`src/rtl/uart_challenge_rx.sv`:
```
// -----------------------------------------------------------------------------
// uart_challenge_rx
// Receive front end for the challenge/response UART path. Deframes 8N1 bytes
// from the asynchronous uart_rx line and packs Challenge_Bit/8 consecutive good
// bytes into one challenge word (first byte received lands in the MSBs).
//
// Ports:
//   clk              in   system clock, all logic on the rising edge
//   rst              in   asynchronous active-high reset
//   uart_rx          in   serial line, idles high
//   rx_byte          out  last good byte received
//   rx_byte_valid    out  1-cycle pulse, rx_byte updated this cycle
//   frame_error      out  1-cycle pulse on a bad stop bit
//   challenge        out  last complete challenge word
//   challenge_valid  out  1-cycle pulse, challenge updated this cycle
//   busy             out  high whenever the receiver FSM is not idle
// -----------------------------------------------------------------------------
module uart_challenge_rx #(
    parameter int CLK_FRE       = 16,
    parameter int BAUD_RATE     = 115200,
    parameter int Challenge_Bit = 8,
    parameter int TIMEOUT_BITS  = 20
) (
    input  logic                     clk,
    input  logic                     rst,
    input  logic                     uart_rx,
    output logic [7:0]               rx_byte,
    output logic                     rx_byte_valid,
    output logic                     frame_error,
    output logic [Challenge_Bit-1:0] challenge,
    output logic                     challenge_valid,
    output logic                     busy
);

    localparam int CYCLE       = CLK_FRE * 1000000 / BAUD_RATE;
    localparam int HALF        = CYCLE / 2;
    localparam int CNT_W       = $clog2(CYCLE);
    localparam int N_BYTES     = Challenge_Bit / 8;
    localparam int BC_W        = (N_BYTES > 1) ? $clog2(N_BYTES) : 1;
    localparam int TIMEOUT_CYC = TIMEOUT_BITS * CYCLE;
    localparam int IDLE_W      = $clog2(TIMEOUT_CYC + 1);

    typedef enum logic [1:0] {
        S_IDLE,
        S_START,
        S_DATA,
        S_STOP
    } state_t;

    state_t                   state_q, state_d;
    logic                     rx_meta_q, rx_meta_d;
    logic                     rxs_q, rxs_d;
    logic                     rxs_prev_q, rxs_prev_d;
    logic [CNT_W-1:0]         cnt_q, cnt_d;
    logic [2:0]               bit_idx_q, bit_idx_d;
    logic [7:0]               shift_q, shift_d;
    logic [7:0]               rx_byte_q, rx_byte_d;
    logic                     rx_byte_valid_q, rx_byte_valid_d;
    logic                     frame_error_q, frame_error_d;
    logic [Challenge_Bit-1:0] acc_q, acc_d;
    logic [BC_W-1:0]          bc_q, bc_d;
    logic [Challenge_Bit-1:0] challenge_q, challenge_d;
    logic                     challenge_valid_q, challenge_valid_d;
    logic [IDLE_W-1:0]        idle_cnt_q, idle_cnt_d;
    logic                     busy_q, busy_d;

    logic                     fall;
    logic                     good_byte;
    logic                     bad_byte;
    logic [Challenge_Bit-1:0] acc_shift;

    // Falling edge of the synchronized line starts a frame.
    assign fall = rxs_prev_q & ~rxs_q;

    // Shift the new byte in at the bottom; truncating the concatenation drops
    // the oldest byte (for a one-byte challenge this is just the byte itself).
    assign acc_shift = Challenge_Bit'({acc_q, shift_q});

    always_comb begin
        rx_meta_d         = uart_rx;
        rxs_d             = rx_meta_q;
        rxs_prev_d        = rxs_q;
        state_d           = state_q;
        cnt_d             = cnt_q + 1'b1;
        bit_idx_d         = bit_idx_q;
        shift_d           = shift_q;
        rx_byte_d         = rx_byte_q;
        rx_byte_valid_d   = 1'b0;
        frame_error_d     = 1'b0;
        acc_d             = acc_q;
        bc_d              = bc_q;
        challenge_d       = challenge_q;
        challenge_valid_d = 1'b0;
        idle_cnt_d        = '0;
        good_byte         = 1'b0;
        bad_byte          = 1'b0;

        case (state_q)
            S_IDLE: begin
                cnt_d = '0;
                if (fall) begin
                    state_d = S_START;
                end
            end
            S_START: begin
                // Mid-start check: a line already back high was a glitch.
                if (cnt_q == CNT_W'(HALF - 1)) begin
                    cnt_d = '0;
                    if (!rxs_q) begin
                        state_d   = S_DATA;
                        bit_idx_d = '0;
                    end else begin
                        state_d = S_IDLE;
                    end
                end
            end
            S_DATA: begin
                if (cnt_q == CNT_W'(CYCLE - 1)) begin
                    cnt_d     = '0;
                    shift_d   = {rxs_q, shift_q[7:1]};
                    bit_idx_d = bit_idx_q + 1'b1;
                    if (bit_idx_q == 3'd7) begin
                        state_d = S_STOP;
                    end
                end
            end
            S_STOP: begin
                // Leaving at mid-stop keeps the next start edge visible.
                if (cnt_q == CNT_W'(CYCLE - 1)) begin
                    cnt_d   = '0;
                    state_d = S_IDLE;
                    if (rxs_q) begin
                        rx_byte_d       = shift_q;
                        rx_byte_valid_d = 1'b1;
                        good_byte       = 1'b1;
                    end else begin
                        frame_error_d = 1'b1;
                        bad_byte      = 1'b1;
                    end
                end
            end
            default: begin
                state_d = S_IDLE;
            end
        endcase

        // Challenge assembler.
        if (good_byte) begin
            acc_d = acc_shift;
            if (bc_q == BC_W'(N_BYTES - 1)) begin
                challenge_d       = acc_shift;
                challenge_valid_d = 1'b1;
                bc_d              = '0;
            end else begin
                bc_d = bc_q + 1'b1;
            end
        end else if (bad_byte) begin
            acc_d = '0;
            bc_d  = '0;
        end

        // A partial challenge left idle too long is thrown away.
        if (state_q == S_IDLE && bc_q != '0 && state_d == S_IDLE) begin
            if (idle_cnt_q == IDLE_W'(TIMEOUT_CYC - 1)) begin
                acc_d = '0;
                bc_d  = '0;
            end else begin
                idle_cnt_d = idle_cnt_q + 1'b1;
            end
        end

        busy_d = (state_d != S_IDLE);
    end

    always_ff @(posedge clk or posedge rst) begin
        if (rst) begin
            rx_meta_q         <= 1'b1;
            rxs_q             <= 1'b1;
            rxs_prev_q        <= 1'b1;
            state_q           <= S_IDLE;
            cnt_q             <= '0;
            bit_idx_q         <= '0;
            shift_q           <= '0;
            rx_byte_q         <= '0;
            rx_byte_valid_q   <= 1'b0;
            frame_error_q     <= 1'b0;
            acc_q             <= '0;
            bc_q              <= '0;
            challenge_q       <= '0;
            challenge_valid_q <= 1'b0;
            idle_cnt_q        <= '0;
            busy_q            <= 1'b0;
        end else begin
            rx_meta_q         <= rx_meta_d;
            rxs_q             <= rxs_d;
            rxs_prev_q        <= rxs_prev_d;
            state_q           <= state_d;
            cnt_q             <= cnt_d;
            bit_idx_q         <= bit_idx_d;
            shift_q           <= shift_d;
            rx_byte_q         <= rx_byte_d;
            rx_byte_valid_q   <= rx_byte_valid_d;
            frame_error_q     <= frame_error_d;
            acc_q             <= acc_d;
            bc_q              <= bc_d;
            challenge_q       <= challenge_d;
            challenge_valid_q <= challenge_valid_d;
            idle_cnt_q        <= idle_cnt_d;
            busy_q            <= busy_d;
        end
    end

    assign rx_byte         = rx_byte_q;
    assign rx_byte_valid   = rx_byte_valid_q;
    assign frame_error     = frame_error_q;
    assign challenge       = challenge_q;
    assign challenge_valid = challenge_valid_q;
    assign busy            = busy_q;

endmodule

```
`config.mk`:
```
export PLATFORM = sky130hd
export DESIGN_NAME = uart_challenge_rx
export DESIGN_NICKNAME = d
export VERILOG_FILES = /design/src/rtl/uart_challenge_rx.sv
export SDC_FILE = /design/constraint.sdc
export NUM_CORES = 1
export LEC_CHECK = 0
export ABC_AREA = 1
export ABC_CLOCK_PERIOD_IN_PS = 1900
export CORE_ASPECT_RATIO = 1.75
export CORE_MARGIN = 3
export CORE_UTILIZATION = 50
export CTS_BUF_LIST = sky130_fd_sc_hd__clkbuf_4 sky130_fd_sc_hd__clkbuf_8
export CTS_CLUSTER_DIAMETER = 50
export DETAILED_ROUTE_END_ITERATION = 6
export DONT_BUFFER_PORTS = 1
export GPL_TIMING_DRIVEN = 0
export RECOVER_POWER = 100
export SLEW_MARGIN = 20
export SYNTH_ARGS = -nofsm -noshare
export SYNTH_HDL_FRONTEND = slang
export SYNTH_SLANG_ARGS = --single-unit
```
`constraint.sdc`:
```
create_clock -name clk -period 1.9 [get_ports clk]
set_input_delay 0.285 -clock clk [delete_from_list [all_inputs] [get_ports clk]]
set_output_delay 0.285 -clock clk [all_outputs]
set_load 0.005 [all_outputs]
```
# Word-level counts from Yosys, hierarchy flattened

Cells that the tools add are included.

Output and inout bits: 20
Register bits after elaboration: 57
Input bits: 3
Logic and storage cells: 72

Reductions and logical operators: 11
Add/subtract/negate cells: 4
Bitwise gates (word level): 3
Multiplexer cells: 29
Equality and inequality tests: 10

Operators by type and width:

| kind                                                                  | number |
|---|---|
| 12-bit 2-to-1 mux                                                     | 2 |
| 8-bit case mux with 3 select lines                                    | 1 |
| 8-bit 2-to-1 mux                                                      | 2 |
| 1-bit 2-to-1 mux                                                      | 13 |
| 12-bit by 1-bit adder with 12-bit output, second input constant       | 1 |
| 12-bit equality test, second input constant                           | 1 |
| 2-bit 2-to-1 mux                                                      | 6 |
| 3-bit 2-to-1 mux                                                      | 3 |
| 8-bit by 1-bit adder with 8-bit output, second input constant         | 1 |
| 8-bit by 7-bit equality test with 1-bit output, second input constant | 1 |
| 8-bit equality test, second input constant                            | 1 |
| 2-bit case mux with 4 select lines                                    | 1 |
| 2-bit != test, second input constant                                  | 3 |
| 3-bit case mux with 2 select lines                                    | 1 |
| 2-bit equality test, second input constant                            | 2 |
| 2-bit zero test                                                       | 2 |
| 2-bit AND reduction                                                   | 2 |
| 4-bit AND reduction                                                   | 1 |
| 2-bit nonzero test                                                    | 2 |
| 3-bit by 1-bit adder with 3-bit output, second input constant         | 1 |
| 3-bit equality test, second input constant                            | 1 |
| 3-bit AND reduction                                                   | 1 |
| 2-bit by 1-bit equality test with 1-bit output, second input constant | 1 |
| 1-bit logical AND                                                     | 2 |
| 4 further kinds                                                       | 5 |

# Logic depth before layout (Yosys ltp)

Depth after elaboration: 7
Mapped depth: 11

# Least setup slack after synthesis

Ideal clock, no wire load.

Kind: register to register
From: register cnt_q[1]
To: register challenge_q[1], in the netlist challenge[1]
Arrival time: 1.460 ns
Setup time: 0.118 ns
Buffers on the path: 1
Period minus slack after synthesis: 1.578 ns
Path slack: 0.322 ns
Cell stages (with the launch flop): 11
Cells stage by stage: dfrtp_1 -> inv_1 -> ha_1 -> nand2_1 -> nor2_4 -> nand2_4 -> nor3_2 -> nand2_2 -> buf_6 -> nand2_1 -> o21ai_2

Cells in the longest elaborated chain, start to end: 4

Ends and longest elaborated chain:

| what                                 | RTL line | text |
|---|---|---|
| from (decl)                          | 54       | `logic [CNT_W-1:0] cnt_q, cnt_d;` |
| from (signal assigned)               | 198      | `cnt_q <= cnt_d;` |
| 8-bit equality test                  | 129      | `if (cnt_q == CNT_W'(CYCLE - 1)) begin` |
| 1-bit 2-to-1 mux                     | 129      |  |
| 1-bit 2-to-1 mux                     | 98       | `case (state_q)` |
| 2-bit AND reduction (no source line) | -        |  |
| to (signal assigned)                 | 206      | `challenge_q <= challenge_d;` |
| to (decl)                            | 62       | `logic [Challenge_Bit-1:0] challenge_q, challenge_d;` |

No other way between the ends.
A chain may end at the register's enable or synchronous reset.

# Worst setup path after layout

From: register cnt_q[0]
To: register idle_cnt_q[8]

Cells in the longest elaborated chain, start to end: 6

Ends and longest elaborated chain:

| what                                                                                         | RTL line      | text |
|---|---|---|
| 8-bit equality test / 8-bit by 7-bit equality test with 1-bit output (equally long branches) | 118, 129, 107 |  |
| 2-bit 2-to-1 mux, on equally long branches                                                   | 129, 107, 118 |  |
| 2-bit case mux with 4 select lines (*)                                                       | 98            |  |
| 2-bit zero test (*)                                                                          | 163           | `if (state_q == S_IDLE && bc_q != '0 && state_d == S_IDLE) begin` |
| 1-bit logical AND (*)                                                                        | 163           |  |
| 12-bit 2-to-1 mux (*)                                                                        | 163           |  |
| via idle_cnt_d[8]                                                                            | 64            | `logic [IDLE_W-1:0] idle_cnt_q, idle_cnt_d;` |
| to (signal assigned)                                                                         | 208           | `idle_cnt_q <= idle_cnt_d;` |
| to (decl)                                                                                    | 64            |  |

Mark *: on every way through the listed nets, which the timed path passes. The rest lies on a longest branch.

==> metrics.yaml <==
outcome: "finished clean"
r2r_start: "cnt_q[0]"
overflow: 0
slew_headroom_pct: 23.1
fmax_ghz: 0.577
drtIter0Drc: 51
firstDrtPassIters: 4
route.detailed.drc: 0
synthTopCellsByArea: "dfrtp_1 (50%), nand2_1 (8.3%), inv_1 (5.5%)"
min_from: "rx_meta_q"
core_sq_mm: 0.00526
synth_cell_types: 30
antenna_found_initial: 0
fin_crit_ns: 1.73
routabilityCongestion: 0.802
grt_pass1_vias: 1913
tightest_slew_ns: 1.15
p_per_area_mw_per_mm2: 876
crit_arrival_ns: 1.95
layout-drive-gt1-share_pct: 18.5
synth_compound_area_share_pct: 6.61
ys.warnings.count: 0
p_leak_nw: 1.37
initial_core_util_pct: 51.9
rsz0062_at_grt: "false"
dpl_cell_area_sq_mm: 0.00280
port_buffers: 0
final_cell_area_sq_mm: 0.00300
final_cells: 368
clock-root-buffer: "clkbuf_8"
synth_commonest_cells: "nand2_1 (60), dfrtp_1 (54), inv_1 (40), nor2_1 (29), nand3_1 (19)"
p_total_mw: 2.63
yosysTopAreaCellShare_pct: 49.6
cp_max_fo: 10
grt_max_degree: 58
peakVddDrop_mv: 0.533
hold_depth: 0
cts_tree: "yes"
cts_buffers: 9
grt_first_pass_wirelength_um: 8650
skew_ns: 0.00904
synthArstFlopShare_pct: 100
hold_violations: 0
startpoint_type: "flop"
clk_latency_ns: 0.34
synth_ff_type: "dfrtp_1"
cp-startpoint: "cnt_q[0]"
synth-edff-count: 0
hold_slack_ns: 0.368
synth_fp_nets: 303
yosys.area_share.simple_pct: 28.2
final_nets: 317
netlist_area_sq_mm: 0.00273
crit_path_end_kind: "flop"
ys_ff_latch: 57
synthXorXnorAreaFrac_pct: 2.25
vias: 1864
maxCapViolations: 0
clkTransAtPathRegs_ns: 0.07
rr_worst_depth: 10
clock_path_buffers: 2
placed_cells: 349
grt_use_total_pct: 18.5
yosys.area.top_type: "dfrtp_1"
synth.mux.area_fraction_pct: 0
syn2layout_area_growth_pct: 10.0
die_y_um: 104
ant_nets: 0
synthCells: 294
yosysMostFrequentCell: "nand2_1"
die-area_sq_mm: 0.00641
cts_max_level: 3
io_pins: 23
drt-total-wl_um: 5070
final_util_pct: 57.0
crit_type: "reg2reg"
synth_top_family_by_area: "simple AND/OR/NAND/NOR gates"
diodes: 0
rows: 35
period_share_pct: 91.2
synth.avg_cell_area_sq_um: 9.27
cp_data_required_time_ns: 2.12
setup_viol: 0
wl_per_cell_um: 13.8
viasPerCell: 5.07
hold_class: "reg2reg"
dp_hpwl_um: 3720
yosysSeqAreaShare_pct: 52.5
slew_violations: 0
die_w_um: 61.8
synthAdderAreaFrac_pct: 2.75
clock-sinks: 57
==> cell families after synthesis <==
kind of cell	count (synthesis)
flip-flops	57
XOR/XNOR	7
adder cells (fa/ha/maj)	6
buffers and inverters	49
AO/OA/AOI/OAI	30
AND/OR/NAND/NOR	145
==> sequential cells by signal (all words and copies together), names as in the netlist <==
| signal | flops |
|---|---|
| cnt_q | 8 |
| challenge_valid | 1 |
| acc_shift | 8 |
| rxs_prev_q | 1 |
| rx_byte | 8 |
| rxs_prev_d | 1 |
| bc_q | 1 |
| challenge | 8 |
| busy | 1 |
| rx_byte_valid | 1 |
| rx_meta_q | 1 |
| frame_error | 1 |
| bit_idx_q | 3 |
| state_q | 2 |
| idle_cnt_q | 12 |
==> worst max-delay path, stage by stage, from the launching register on <==
cell and delay, ns:
dfrtp_1 0.42, inv_1 0.10, ha_1 0.16, inv_1 0.04, nor2_1 0.14, nand2_1 0.12, nor2_2 0.22, nor2_8 0.08
nand4_4 0.12, buf_12 0.18, nor2_4 0.03
==> worst paths after layout <==
kind,end,slack [ns]
setup reg to reg,idle_cnt_q[8],0.17
hold / removal,rxs_prev_d,0.37
max in group asynchronous,cnt_q[3],0.48
min in group asynchronous,rx_byte[0],0.70
hold reg to reg,rxs_prev_d,0.37
setup / recovery,idle_cnt_q[8],0.17
==> where the power goes <==
group	leakage, nW	switching (mW)	internal [mW]	total, mW
sequential	0.771	0.0650	1.28	1.34
clock	0.0925	0.479	0.517	0.996
combinational	0.507	0.185	0.106	0.291
==> timing repair <==
action | CTS | global route
setup buffers | 0 | 2
endpoints found under the setup margin | 0 | 15
hold buffers | 2 | 0
hold endpoints to repair | 55 | 0
resized for setup | 0 | 4
==> routing by layer <==
layer / vias to the layer above / global-route usage, % / share of wire, %
met5: - / 0 / 0
met4: 0 / 7.74 / 2.3
met3: 9 / 6.73 / 3.5
met2: 22 / 30.5 / 55
met1: 886 / 20.4 / 39
li1: 947 / - / -
==> placed cells by master (no fill, tap or decap), types with 4 or more instances in the layout <==
master,n
o21ai_0,20
nand2_2,4
inv_1,39
nand2_1,60
dfrtp_1,54
nor3_1,4
ha_1,6
xnor2_1,4
clkbuf_8,10
inv_2,5
nor2_4,13
nor2_1,29
o21ai_2,5
nand4_1,4
nand3_1,19
==> per-stage QoR <==
step           setup slack, ns  TNS, ns
2_1_floorplan            0.220        0
3_3_place_gp            -0.401   -21.45
3_5_place_dp            0.0597        0
4_1_cts                 0.0323        0
5_1_grt                0.00902        0
6_report                 0.168        0
==> cell type report <==
type	count	area [sq um]
repair buffers	4	31.3
clock buffers	11	145
well taps	55	68.8
clock inverters	5	31.3
plain buffers	4	40.0
inverters	44	165
multi-input cells	188	1090
fillers	473	2260
flip-flops and latches	57	1430
No activity file was read; power rests on OpenSTA's default activity.
